==> src/rtl/i2c_pkg.sv <==
// i2c_pkg: state encoding, widths and address helper shared by the
// I2C target receiver (i2c_slave_rx) and its line conditioner.
package i2c_pkg;

    localparam int   I2C_ADDR_W  = 7;
    localparam int   I2C_BYTE_W  = 8;
    localparam logic I2C_RW_READ = 1'b1;

    typedef enum logic [2:0] {
        IDLE,
        ADDR,
        ADDR_ACK,
        DATA,
        DATA_ACK,
        IGNORE
    } i2c_rx_state_t;

    // Conditioned view of one bus line: current level plus edge pulses.
    typedef struct packed {
        logic level;
        logic rise;
        logic fall;
    } line_ev_t;

    // True when an address byte selects this target for a write.
    function automatic logic addr_hit(
        input logic [I2C_BYTE_W-1:0] addr_byte,
        input logic [I2C_ADDR_W-1:0] own_addr
    );
        return (addr_byte[I2C_BYTE_W-1:1] == own_addr) &&
               (addr_byte[0] != I2C_RW_READ);
    endfunction

endpackage

==> src/rtl/i2c_line_sync.sv <==
// i2c_line_sync: synchronizer, optional 3-sample agreement filter
// (I2C_GLITCH_FILTER_EN) and rise/fall pulse generation for one line.
module i2c_line_sync
    import i2c_pkg::*;
#(
    parameter int SYNC_STAGES = 2
) (
    input  logic     clk,
    input  logic     reset,
    input  logic     raw,
    output line_ev_t ev
);

    logic [SYNC_STAGES-1:0] sync_q;
    logic                   synced;

    // Idle bus level is high, so reset to 1 to avoid a spurious edge.
    always_ff @(posedge clk) begin
        if (reset) begin
            sync_q <= '1;
        end else begin
            sync_q <= {sync_q[SYNC_STAGES-2:0], raw};
        end
    end

    assign synced = sync_q[SYNC_STAGES-1];

`ifdef I2C_GLITCH_FILTER_EN
    logic [1:0] hist_q;
    logic       filt_q;
    logic       agree;
    logic       level;

    // The current sample and the two before it must all agree.
    assign agree = (synced == hist_q[0]) && (synced == hist_q[1]);
    assign level = agree ? synced : filt_q;

    always_ff @(posedge clk) begin
        if (reset) begin
            hist_q <= '1;
            filt_q <= 1'b1;
        end else begin
            hist_q <= {hist_q[0], synced};
            filt_q <= level;
        end
    end

    assign ev.level = level;
    assign ev.rise  = level & ~filt_q;
    assign ev.fall  = ~level & filt_q;
`else
    logic prev_q;

    always_ff @(posedge clk) begin
        if (reset) begin
            prev_q <= 1'b1;
        end else begin
            prev_q <= synced;
        end
    end

    assign ev.level = synced;
    assign ev.rise  = synced & ~prev_q;
    assign ev.fall  = ~synced & prev_q;
`endif

endmodule

==> src/rtl/i2c_slave_rx.sv <==
// i2c_slave_rx: write-only I2C target; ACKs its address and each data
// byte and strobes received bytes out. Filter option: I2C_GLITCH_FILTER_EN.
module i2c_slave_rx
    import i2c_pkg::*;
#(
    parameter logic [I2C_ADDR_W-1:0] SLAVE_ADDR  = 7'h55,
    parameter int                    SYNC_STAGES = 2
) (
    input  logic                  clk,
    input  logic                  reset,
    input  logic                  scl_in,
    input  logic                  sda_in,
    output logic                  sda_oe,
    output logic [I2C_BYTE_W-1:0] rx_data,
    output logic                  rx_valid,
    output logic                  addr_match,
    output logic                  bus_busy
);

    line_ev_t scl;
    line_ev_t sda;

    i2c_line_sync #(
        .SYNC_STAGES(SYNC_STAGES)
    ) u_scl_sync (
        .clk  (clk),
        .reset(reset),
        .raw  (scl_in),
        .ev   (scl)
    );

    i2c_line_sync #(
        .SYNC_STAGES(SYNC_STAGES)
    ) u_sda_sync (
        .clk  (clk),
        .reset(reset),
        .raw  (sda_in),
        .ev   (sda)
    );

    i2c_rx_state_t           state;
    logic [2:0]              bit_cnt;
    logic [I2C_BYTE_W-2:0]   shift;
    logic                    oe_q;
    logic                    start;
    logic                    stop;
    logic                    last_bit;
    logic [I2C_BYTE_W-1:0]   next_byte;

    assign start     = scl.level & sda.fall;
    assign stop      = scl.level & sda.rise;
    assign last_bit  = (bit_cnt == 3'd7);
    assign next_byte = {shift, sda.level};

    // Gating with reset lets SDA go free in the cycle reset is raised.
    assign sda_oe = oe_q & ~reset;

    always_ff @(posedge clk) begin
        if (reset) begin
            state      <= IDLE;
            bit_cnt    <= 3'd0;
            shift      <= '0;
            oe_q       <= 1'b0;
            rx_data    <= '0;
            rx_valid   <= 1'b0;
            addr_match <= 1'b0;
            bus_busy   <= 1'b0;
        end else begin
            rx_valid <= 1'b0;
            if (stop) begin
                state      <= IDLE;
                bit_cnt    <= 3'd0;
                oe_q       <= 1'b0;
                addr_match <= 1'b0;
                bus_busy   <= 1'b0;
            end else if (start) begin
                state      <= ADDR;
                bit_cnt    <= 3'd0;
                shift      <= '0;
                oe_q       <= 1'b0;
                addr_match <= 1'b0;
                bus_busy   <= 1'b1;
            end else begin
                unique case (state)
                    IDLE, IGNORE: begin
                        oe_q <= 1'b0;
                    end
                    ADDR: begin
                        if (scl.rise) begin
                            shift <= next_byte[I2C_BYTE_W-2:0];
                            if (last_bit) begin
                                state <= addr_hit(next_byte, SLAVE_ADDR) ?
                                         ADDR_ACK : IGNORE;
                            end else begin
                                bit_cnt <= bit_cnt + 3'd1;
                            end
                        end
                    end
                    DATA: begin
                        if (scl.rise) begin
                            shift <= next_byte[I2C_BYTE_W-2:0];
                            if (last_bit) begin
                                rx_data  <= next_byte;
                                rx_valid <= 1'b1;
                                state    <= DATA_ACK;
                            end else begin
                                bit_cnt <= bit_cnt + 3'd1;
                            end
                        end
                    end
                    // First fall drives the ACK, the second one ends it.
                    ADDR_ACK, DATA_ACK: begin
                        if (scl.fall) begin
                            if (!oe_q) begin
                                oe_q       <= 1'b1;
                                addr_match <= 1'b1;
                            end else begin
                                oe_q    <= 1'b0;
                                bit_cnt <= 3'd0;
                                state   <= DATA;
                            end
                        end
                    end
                    default: begin
                        state <= IDLE;
                    end
                endcase
            end
        end
    end

endmodule

==> config.mk <==
export PLATFORM = sky130hd
export DESIGN_NAME = i2c_slave_rx
export DESIGN_NICKNAME = d
export VERILOG_FILES = /design/src/rtl/i2c_pkg.sv /design/src/rtl/i2c_line_sync.sv /design/src/rtl/i2c_slave_rx.sv
export SDC_FILE = /design/constraint.sdc
export NUM_CORES = 1
export LEC_CHECK = 0
export CORE_MARGIN = 3
export CORE_UTILIZATION = 57
export CTS_BUF_LIST = sky130_fd_sc_hd__clkbuf_8
export DETAILED_ROUTE_END_ITERATION = 16
export PLACE_DENSITY = 0.81
export SYNTH_ARGS = -nofsm -noshare
export SYNTH_HDL_FRONTEND = slang
export SYNTH_SLANG_ARGS = --single-unit
==> constraint.sdc <==
create_clock -name clk -period 2.27 [get_ports clk]
set_input_delay 0.681 -clock clk [delete_from_list [all_inputs] [get_ports clk]]
set_output_delay 0.681 -clock clk [all_outputs]
set_load 0.03 [all_outputs]
# Word level (Yosys, flattened, before mapping)
# Cells that the tools add are included.
# word_totals
ff_bits	31
latchBits	0
ramBits	0
rom_bits	0
input_bits	4
output_inout_bits	12
word_cells	94
memories	0
# classes
addsub	1
n_mul	0
div_mod_pow	0
magnitude_cmp	0
eq_ne	22
n_shift	0
n_mux	21
n_bitwise	18
n_reduce_logical	19
# ops
cell	n
$mux 3	11
$mux 7	3
$ne 3x3->1 const B	6
$ne 2x2->1 const B	8
$reduce_and 7->1	2
$pmux 3 s4	1
$not 1->1	11
$reduce_and 5->1	2
$eq 3x3->1 const B	3
$reduce_bool 2->1	4
$reduce_or 2->1	4
$and 1x1->1	7
$eq 7x7->1 const B	1
$eq 3x2->1 const B	2
$pmux 3 s2	1
$reduce_and 3->1	2
$reduce_or 5->1	1
$mux 1	4
$add 3x1->3 const B	1
$eq 3x1->1 const B	1
$logic_not 3->1	1
$reduce_or 3->1	1
$ne 2x1->1 const B	1
$pmux 1 s2	1
other kinds (2)	2

# Longest topological paths before layout
# logic_depth
word_depth	7
mapped_depth	7
mapped_depth_nobuf	7

# Modules after synthesis
# From an unflattened synthesis, not the netlist that was laid out.
# unflattened
hier_cells	142
area_unflattened_um2	1380.1
# by_module_without_submodules
mod	instances	cells_per_inst	area_each_um2	seq_area_each_um2
i2c_slave_rx	1	124	1179.9	500.5
i2c_line_sync	2	9	100.1	60.1

# Worst setup path after synthesis
# OpenSTA, ideal clock, no wires.
# synth_timing
path_type	input to output
from	in reset
to	out sda_oe
arrival_ns	1.287
required_ns	1.589
slack_ns	0.302
path_stages	2
path_buffers	1
cell_sequence	clkbuf_1 > nor2b_1
# synth_via
elab_chain_cells	2
# synth_lines
element	line	rtl
from (decl)	i2c_slave_rx.sv:10	input logic reset,
$not 1->1	i2c_slave_rx.sv:56	assign sda_oe = oe_q & ~reset;
$and 1x1->1	i2c_slave_rx.sv:56	
to (decl)	i2c_slave_rx.sv:13	output logic sda_oe,
# Every way passes these cells.

# Worst setup path in the final report
# Ends and elaborated chain as after synthesis.

==> impl_metrics.toml <==
[clock_network]
clk_path_buf_depth = 2
cts_root_buf = "clkbuf_8"
worst_skew_pair.late_latency_ns = 0.28
cts_tree = "yes"
cts.clk_slew.worst_paths_ns = 0.06
htreeDepth = 2
cts_setup_buffers = 0
cts.sinks = 31
numCtsBuffers = 5
cts_resized = 0
hold_buffers = 0

[sta]
setup_violations = 0
worst_pin_slew_ns = 0.5531
fin_crit_ns = 2.214
rsz0062_at_grt = "no"
fmax_mhz = 451.7
timing.slew.headroom = 0.6303
skew_ns = 0.002103
timing.hold.ws_ns = 0.4071
finalMaxSlewViolations = 0
fin_tns_setup_ns = 0
finalCritPeriodShare = 0.9754
finalHoldViolations = 0

[pwr]
combPwrFrac = 0.117
vdd_drop_max_uv = 784.5
switching_share = 0.2480
p_int_w = 0.0008619
p_per_area_nw_per_um2 = 719.0
switchingPower_w = 0.0002842
pwr-share-clk = 0.368
leakage_nw = 0.5961
power_frac_seq = 0.514

[setup_path]
start_kind = "input port"
rr_startpoint = "bit_cnt[0]"
crit_family = "buffers and inverters"
slowest_delay_ns = 0.52
critPathBufInv = 2
worstPathMaxFanout = 7
cp.arrival_ns = 1.53
regToRegSetupSlack_ns = 0.38
r2r_end = "rx_data[5]"
critPathKind = "in -> out"
path_cells = "clkdlybuf4s50_1 -> nor2b_1 -> buf_4"
rr_worst_depth = 7
cp_data_required_time_ns = 1.59
worstSetupStartpoint = "reset"
slowest_stage = "clkdlybuf4s50_1"
endpoint_kind = "output pin"

[global_route]
grt_max_degree = 18
antenna_found_initial = 0
grt_pass1_vias = 1021
gr-total-overflow = 0
grt_pass1_wl_um = 4505
track_usage = 0.2158

[synth]
yosysTopAreaCell = "dfxtp_1"
ys_warn_count = 0
synth-edff-count = 0
synthFlopType = "dfxtp_1"
syn-instance-count = 145
netlist_top_cells_area = "dfxtp_1 (46%), nor2_1 (6.1%), mux2i_1 (5.2%)"
syn-num-nets = 151
ys_seq_area_frac = 0.4580
yosysUniqueCellTypes = 40
ys_ff_latch = 31
syn_avg_cell_area_sq_um = 9.345
postSynth.asyncResetShare = 0
syn_area_sq_um = 1355
ys_top_cells_by_count = "dfxtp_1 (31), nor2_1 (22), a21oi_1 (11)"
yosysTopAreaCellShare = 0.4580
yosysMostFrequentCell = "dfxtp_1"

[worst_hold_path]
holdCritStartpoint = "u_sda_sync.sync_q[0]"
min_to = "u_sda_sync.sync_q[1]"
hp-class = "reg -> reg"
min_path_cells = 1

[route]
drt_iter0_drc = 19
ant_nets = 0
vias = 1076
firstDrtPassIters = 4
drc = 0
wl_um = 2647
routedWlPerCell_um = 13.93
via_per_inst = 5.663

[floorplan]
start_util = 0.6067
boundaryPins = 16
core_sq_um = 2233
dieArea_sq_um = 2998
die_h_um = 54.76
die_x_um = 54.76
row_count = 17

[layout]
layout-drive-gt1-share = 0.1420
fin_nets = 168
layout-area-overhead-vs-synth_pct = 17.64
diodes = 0
fillers = 186

[placement]
place_congestion = 0.7862
place_hpwl_um = 1899
io_buffer_count = 15

[run]
max_cap_violations = 0

[outcome]
status = "completed"
==> per-layer routing <==
metal	vias up	track usage	part of all wire
met5	-	0	0
met3	6	0.08174	0.042
met4	0	0.08714	0.017
li1	544	-	-
met2	20	0.3209	0.50
met1	506	0.2781	0.44
==> power by group through the flow <==
stage               clock network, W  logic (W)  registers (W)
global placement                   0   0.000128       0.000599
floorplan                          0   0.000123       0.000586
finish                      0.000422   0.000134       0.000589
global route                0.000456   0.000151       0.000593
CTS                         0.000436   0.000134       0.000589
detailed placement                 0   0.000133       0.000601
==> kinds of logic after synthesis <==
family	synth area share
simple gates	0.2327
compound gates	0.1819
flops	0.4580
buf+inv	0.03693
mux	0.05171
fa+ha+maj	0.02585
xor+xnor	0.01293
==> layout make-up <==
cell class	instances	area (sq um)	share of cell area
Tap cell	28	35.03	0.02198
Timing Repair Buffer	16	155.1	0.09733
Inverter	3	11.26	0.007064
Multi-Input combinational cell	105	684.4	0.4294
Sequential cell	31	620.6	0.3893
Clock buffer	6	82.58	0.05181
Clock inverter	1	5.005	0.003140
==> registers in the layout (all words and copies together) (netlist names) <==
name,cells
shift,7
state,3
u_scl_sync.sync_q,2
bus_busy,1
u_scl_sync.prev_q,1
rx_valid,1
bit_cnt,3
u_sda_sync.sync_q,2
oe_q,1
rx_data,8
u_sda_sync.prev_q,1
addr_match,1
==> how the worst max path moves through the flow <==
stage | cells past startpoint | endpoint | slack, ns
after floorplan | 2 | sda_oe | 0.30
final | 3 | sda_oe | 0.06
after detailed placement | 4 | shift[4] | -0.02
after global placement | 3 | sda_oe | 0.08
after global routing | 3 | sda_oe | 0.03
after CTS | 3 | sda_oe | 0.07
==> worst reg2reg max path: stages, from the launching register on <==
cell and delay, ns:
dfxtp_1 0.35, ha_1 0.15, ha_1 0.18, and3b_1 0.19, nand4b_1 0.25, nor2_4 0.36
mux2i_1 0.24, nor2_1 0.06
==> per-stage QoR <==
stage	util	area [sq um]	power [W]	std cells	setup WS (ns)
final	0.7137	1594	0.001146	190	0.05592
after global routing	0.7137	1594	0.001200	190	0.03036
after CTS	0.7137	1594	0.001159	190	0.07141
after detailed placement	0.6745	1506	0.0007338	183	-0.02496
after global placement	0.6745	1506	0.0007262	183	0.08097
after floorplan	-	1355	0.0007093	145	0.3020
==> cell usage in the layout, fill, tap and decap left out, types with 3 or more instances in the layout <==
master	count
or2_2	6
mux2i_1	7
dfxtp_1	31
inv_1	3
nand2b_1	3
a21oi_1	11
nor3_1	3
nand2_1	7
o21ai_0	9
nor2_1	22
or3b_1	3
clkdlybuf4s50_1	14
a22o_1	6
clkbuf_8	6
Note: power is estimated with default switching activity, not from simulation.
